[config.mk]
export PLATFORM = sky130hd
export DESIGN_NAME = uart_tx_byte_flat
export DESIGN_NICKNAME = d
export VERILOG_FILES = /design/src/rtl/uart_tx_byte_if.sv /design/src/rtl/uart_tx_byte.sv /design/src/flat_wrapper.sv
export SDC_FILE = /design/constraint.sdc
export NUM_CORES = 1
export LEC_CHECK = 0
export BUFFER_PORTS_ARGS = -buffer_cell sky130_fd_sc_hd__buf_2
export CAP_MARGIN = 20
export CORE_MARGIN = 10
export CORE_UTILIZATION = 40
export DETAILED_ROUTE_END_ITERATION = 10
export PLACE_DENSITY = 0.7
export REMOVE_ABC_BUFFERS = 1
export SLEW_MARGIN = 20
export SYNTH_ARGS = -nofsm -noshare
export SYNTH_HDL_FRONTEND = slang
export SYNTH_SLANG_ARGS = --single-unit
[constraint.sdc]
create_clock -name clk -period 1.8 [get_ports clk]
set_input_delay 0.18 -clock clk [delete_from_list [all_inputs] [get_ports clk]]
set_output_delay 0.18 -clock clk [all_outputs]
set_load 0.005 [all_outputs]
[src/rtl/uart_tx_byte_if.sv]
// uart_tx_byte_if: byte handshake and serial-line bundle between the resize
// stage (master) and the UART byte transmitter (slave).
interface uart_tx_byte_if;
  logic [7:0] tx_data;
  logic       trmt;
  logic       TX;
  logic       tx_done;
  logic       busy;

  modport master (
    output tx_data,
    output trmt,
    input  TX,
    input  tx_done,
    input  busy
  );

  modport slave (
    input  tx_data,
    input  trmt,
    output TX,
    output tx_done,
    output busy
  );
endinterface

[src/rtl/uart_tx_byte.sv]
// uart_tx_byte: 8N1 UART transmitter, LSB first, one byte per rising edge of
// trmt. It answers every completed byte with a single-cycle tx_done pulse.
// Optional even parity bit (8E1) is enabled by defining UART_PARITY_EN.
module uart_tx_byte #(
  parameter int CLK_FREQ = 50000000,
  parameter int BAUD     = 115200,
  parameter int BAUD_DIV = CLK_FREQ / BAUD
) (
  input  logic           clk,
  input  logic           rst,
  uart_tx_byte_if.slave  bus
);

  localparam int CNT_W = (BAUD_DIV > 1) ? $clog2(BAUD_DIV) : 1;
  localparam logic [CNT_W-1:0] CNT_LAST = CNT_W'(BAUD_DIV - 1);
  localparam logic [CNT_W-1:0] CNT_ONE  = CNT_W'(1);

`ifdef UART_PARITY_EN
  typedef enum logic [2:0] {IDLE, START, DATA, PARITY, STOP} state_t;
`else
  typedef enum logic [1:0] {IDLE, START, DATA, STOP} state_t;
`endif

  state_t           state_q, state_d;
  logic [CNT_W-1:0] cnt_q, cnt_d;
  logic [2:0]       bitIdx_q, bitIdx_d;
  logic [7:0]       shift_q, shift_d;
  logic             trmt_q;
  logic             tx_q, tx_d;
  logic             txDone_q, txDone_d;
  logic             busy_q, busy_d;
`ifdef UART_PARITY_EN
  logic             parity_q, parity_d;
`endif

  logic accept;
  logic bitEnd;

  // A held trmt level must not restart a byte, so only a fresh 0->1 edge seen
  // while idle starts a frame; edges during a frame are simply dropped.
  assign accept = (state_q == IDLE) && bus.trmt && !trmt_q;
  assign bitEnd = (cnt_q == CNT_LAST);

  assign bus.TX      = tx_q;
  assign bus.tx_done = txDone_q;
  assign bus.busy    = busy_q;

  // State register; reset also kills any frame in flight without a done pulse.
  always_ff @(posedge clk) begin
    if (rst) begin
      state_q  <= IDLE;
      cnt_q    <= '0;
      bitIdx_q <= '0;
      shift_q  <= '0;
      trmt_q   <= 1'b0;
      tx_q     <= 1'b1;
      txDone_q <= 1'b0;
      busy_q   <= 1'b0;
`ifdef UART_PARITY_EN
      parity_q <= 1'b0;
`endif
    end else begin
      state_q  <= state_d;
      cnt_q    <= cnt_d;
      bitIdx_q <= bitIdx_d;
      shift_q  <= shift_d;
      trmt_q   <= bus.trmt;
      tx_q     <= tx_d;
      txDone_q <= txDone_d;
      busy_q   <= busy_d;
`ifdef UART_PARITY_EN
      parity_q <= parity_d;
`endif
    end
  end

  // Next-state logic; TX is registered, so each bit value is loaded on the
  // same edge that enters its bit period.
  always_comb begin
    state_d  = state_q;
    cnt_d    = cnt_q;
    bitIdx_d = bitIdx_q;
    shift_d  = shift_q;
    tx_d     = tx_q;
    txDone_d = 1'b0;
    busy_d   = busy_q;
`ifdef UART_PARITY_EN
    parity_d = parity_q;
`endif

    case (state_q)
      IDLE: begin
        tx_d = 1'b1;
        if (accept) begin
          shift_d = bus.tx_data;
          busy_d  = 1'b1;
          tx_d    = 1'b0;
          cnt_d   = '0;
          state_d = START;
`ifdef UART_PARITY_EN
          parity_d = ^bus.tx_data;
`endif
        end
      end

      START: begin
        if (bitEnd) begin
          cnt_d    = '0;
          bitIdx_d = '0;
          tx_d     = shift_q[0];
          state_d  = DATA;
        end else begin
          cnt_d = cnt_q + CNT_ONE;
        end
      end

      DATA: begin
        if (bitEnd) begin
          cnt_d   = '0;
          shift_d = {1'b0, shift_q[7:1]};
          if (bitIdx_q == 3'd7) begin
`ifdef UART_PARITY_EN
            tx_d    = parity_q;
            state_d = PARITY;
`else
            tx_d    = 1'b1;
            state_d = STOP;
`endif
          end else begin
            bitIdx_d = bitIdx_q + 3'd1;
            tx_d     = shift_q[1];
          end
        end else begin
          cnt_d = cnt_q + CNT_ONE;
        end
      end

`ifdef UART_PARITY_EN
      PARITY: begin
        if (bitEnd) begin
          cnt_d   = '0;
          tx_d    = 1'b1;
          state_d = STOP;
        end else begin
          cnt_d = cnt_q + CNT_ONE;
        end
      end
`endif

      STOP: begin
        if (bitEnd) begin
          cnt_d    = '0;
          tx_d     = 1'b1;
          txDone_d = 1'b1;
          busy_d   = 1'b0;
          state_d  = IDLE;
        end else begin
          cnt_d = cnt_q + CNT_ONE;
        end
      end

      default: begin
        tx_d    = 1'b1;
        busy_d  = 1'b0;
        cnt_d   = '0;
        state_d = IDLE;
      end
    endcase
  end

endmodule
[src/flat_wrapper.sv]
// flat-port wrapper written by rule: the top's interface ports become plain ports
module uart_tx_byte_flat 
#(
  parameter int CLK_FREQ = 50000000,
  parameter int BAUD     = 115200,
  parameter int BAUD_DIV = CLK_FREQ / BAUD
)
  (clk, rst, bus_tx_data, bus_trmt, bus_TX, bus_tx_done, bus_busy);
  uart_tx_byte_if bus_i ();
  input  logic clk;
  input  logic rst;
  input wire logic [$bits(bus_i.tx_data)-1:0] bus_tx_data;
  input wire logic [$bits(bus_i.trmt)-1:0] bus_trmt;
  output wire logic [$bits(bus_i.TX)-1:0] bus_TX;
  output wire logic [$bits(bus_i.tx_done)-1:0] bus_tx_done;
  output wire logic [$bits(bus_i.busy)-1:0] bus_busy;
  assign bus_i.tx_data = bus_tx_data;
  assign bus_i.trmt = bus_trmt;
  assign bus_TX = bus_i.TX;
  assign bus_tx_done = bus_i.tx_done;
  assign bus_busy = bus_i.busy;
  uart_tx_byte #(.CLK_FREQ(CLK_FREQ), .BAUD(BAUD), .BAUD_DIV(BAUD_DIV)) u_core (.clk(clk), .rst(rst), .bus(bus_i));
endmodule
==> results.md <==
* Die width at 78.0 um
* Clock slew at reported path FFs at 0.13 ns
* Crit-path cells: inv_1, ha_1, and4b_1, and3_2, o21ai_2, a21oi_2, o221a_1
* Endpoints failing hold at 0
* CP peak stage delay at 0.35 ns
* CP arrival at 1.93 ns
* Filler instances at 305
* Starting Density at 0.430
* TritonCTS Buffers at 3
* Ys async rst share at 0
* # H-tree levels at 1
* Share of the synthesized area in the top cell type at 0.387
* CP max stage cell: dfxtp_1
* Synth Instances at 146
* Hold Crit Depth at 2
* Port-buffer cells at 13
* Multiplexer share of the synthesized area at 0.0744
* GRT Total Usage at 0.0898
* CTS tree: done
* Dpl hpwl at 2.10 mm
* CP required at 2.02 ns
* Core Region at 0.00313 mm^2
* Antenna violations before repair at 0
* Finished layout cell area at 0.00153 mm^2
* Top-count cell post-synth: dfxtp_1
* Wire length per cell at 12.9 um
* # DRC at 0
* Mean Syn Cell Area at 9.21 um^2
* Peak VDD IR at 710 uV
* Root Buffer: clkbuf_4
* Area delta synth->final at 13.9%
* Reg area at 520 um^2
* Ranking of synthesized cells by area: dfxtp_1 (39%), ha_1 (8.4%), mux2i_1 (7.4%), nor2_1 (7.0%), a211oi_2 (3.7%)
* Final worst-path cycle share at 0.948
* Worst hold path type: input pin to flip-flop
* Grt total ovfl at 0
* Max-slew violations at 0
* R2R Path End: u_core.state_q[0]$_SDFFE_PP0P_
* Critical path buffers and inverters at 1
* Synth Area in Adders at 0.0837
* Hold slack at between 0.1 and 0.15 ns
* Commonest cells post-synth: dfxtp_1 (26), nor2_1 (25), nand2_1 (11)
* N_diodes at 0
* Pwr per Cell Area at approximately 1400 mW/mm^2
* Clk buf depth at 2
* F_max at 586 MHz
* Synth warnings at 0
* CP endpoint kind: flip-flop
* WHS Endpoint: u_core.trmt_q$_SDFF_PP0_
* Sink Count at 26
* Cts-stage hold buffer count at 0
* Max transition margin at 0.766
* Ports at 14
* Layout cells sized above 1 at 0.228
* Synth Area in XOR/XNOR at 0.0456
* Via-to-Cell Ratio at 5.13
* # nets final at 189
* Main combinational cell family by area after synthesis: simple AND/OR/NAND/NOR gates
* Least-Margin Pin Slew at 0.349 ns
* Clk_lat worst skew at 0.32 ns
* DR vias at about 1100
* Routed WL at ~2.7 mm
* Synth Area in Compound Gates at 0.176
* Synthesized area at between 0.001 and 0.0015 mm^2
* First-pass GRT wire length at roughly 4.7 mm
* Final setup vio count at 0
* Routed Antenna Nets at 0
* Worst hold path startpoint: bus_trmt
* RePlAce Congestion at 0.851
* Vias in the first global route at 1091
* Run status: finished, final reports clean
* Cell variety after synth at 33
* Detailed Routing Iterations Pass 1 at 4
* Top cell type by total area after synthesis: dfxtp_1
* Register area share after synthesis at 0.387
* Iteration-0 DRC Markers at 60
* Worst reg2reg path depth at 7
* FF+latch count, synth at 26
* Leakage power total at 0.620 nW
* CP startpoint kind: flip-flop
* Largest net degree at the start of global routing at 17
* CP delay by family, top: compound AO/OA/AOI/OAI gates
* Total negative slack at 0 ns
* Rows at 20
* R2r startpoint: u_core.cnt_q[1]$_SDFFE_PP0P_
* Die Span Y at 78.0 um
* Multi-input gate area at approximately 770 um^2
* Post-synthesis simple-gate area fraction at 0.192
* Setup Skew at 0.00483 ns
* Max_cap viols at 0
* Post-synth EDFFs at 0
* Min cycle time layout at 1.71 ns
* Total Power at 2.13 mW
* Top_reg_cell synth: dfxtp_1
* CP Class: flip-flop to flip-flop
* Die Footprint at 0.00608 mm^2
* R2R Setup Slk at 0.09 ns
* DP Area at 0.00148 mm^2
* Worst-path fanout max at 10
* CP Depth at 7
==> how the worst max path moves through the flow <==
stage | startpoint | endpoint
finish | u_core.cnt_q[1]$_SDFFE_PP0P_ | u_core.state_q[0]$_SDFFE_PP0P_
global route | u_core.state_q[0]$_SDFFE_PP0P_ | u_core.shift_q[3]$_SDFFE_PP0P_
CTS | u_core.cnt_q[0]$_SDFFE_PP0P_ | u_core.bitIdx_q[2]$_SDFFE_PP0P_
detailed placement | u_core.cnt_q[0]$_SDFFE_PP0P_ | u_core.bitIdx_q[2]$_SDFFE_PP0P_
global placement | u_core.cnt_q[1]$_SDFFE_PP0P_ | u_core.state_q[0]$_SDFFE_PP0P_
floorplan | u_core.state_q[0]$_SDFFE_PP0P_ | u_core.shift_q[4]$_SDFFE_PP0P_
==> where the power goes <==
group | internal, mW | switching, mW
Sequential | 0.699 | 0.0795
Combinational | 0.496 | 0.613
Clock | 0.0784 | 0.163
==> state kept, by name, indices dropped and copies added, names as in the netlist <==
name	flops
u_core.shift_q	8
u_core.cnt_q	9
u_core.state_q	2
u_core.bus.TX	1
u_core.trmt_q	1
u_core.bus.busy	1
u_core.bitIdx_q	3
u_core.bus.tx_done	1
==> layer usage <==
layer,vias up,track usage,routed length [um]
li1,557,-,-
met1,509,0.106,1290
met2,11,0.155,1360
met3,6,0.0276,56
met4,0,0.0197,26
met5,-,0,0
==> area by class of cell <==
class                      instances  share of cell area
sequential                        26               0.340
multi-input combinational        109               0.506
timing repair buffer              22              0.0866
clock buffer                       3              0.0147
tap                               44              0.0359
inverter                           7              0.0172
==> layout by cell type (no fill, tap or decap), drive strengths merged <==
| cell | instances |
|---|---|
| and2 | 2 |
| nor2b | 1 |
| xnor2 | 4 |
| clkbuf | 3 |
| ha | 9 |
| nand4 | 3 |
| o21ai | 4 |
| mux2i | 10 |
| and3 | 5 |
| dfxtp | 26 |
| o221a | 1 |
| buf | 22 |
| o211ai | 2 |
| nor3 | 1 |
| nand2 | 12 |
| xor2 | 3 |
| nor2 | 25 |
| a211oi | 10 |
| nand3 | 1 |
| a211o | 1 |
| nand2b | 1 |
| inv | 7 |
| nor3b | 1 |
| a22oi | 2 |
| and3b | 1 |
| and4b | 1 |
| a21oi | 9 |
==> repair_timing <==
| action | 4_1_cts | 5_1_grt |
|---|---|---|
| endpoints found under the setup margin | 0 | 14 |
| buffers inserted | 0 | 3 |
| gates resized for setup | 0 | 2 |
==> stage by stage <==
stage | setup WS, ns | utilization | cells
4_1_cts | 0.0326 | 0.480 | 208
3_5_place_dp | 0.0590 | 0.473 | 205
5_1_grt | -0.0364 | 0.490 | 211
2_1_floorplan | 0.0357 | - | 142
6_report | 0.0943 | 0.490 | 211
3_3_place_gp | 0.0968 | 0.473 | 205
==> cell families (layout without fill, tap and decap cells) <==
kind of cell | count (synthesis) | after routing
simple gates | 54 | 54
compound gates | 29 | 29
flops | 26 | 26
buf+inv | 11 | 32
mux | 10 | 10
fa+ha+maj | 9 | 9
xor+xnor | 7 | 7
Note: power is estimated with default switching activity, not from simulation.
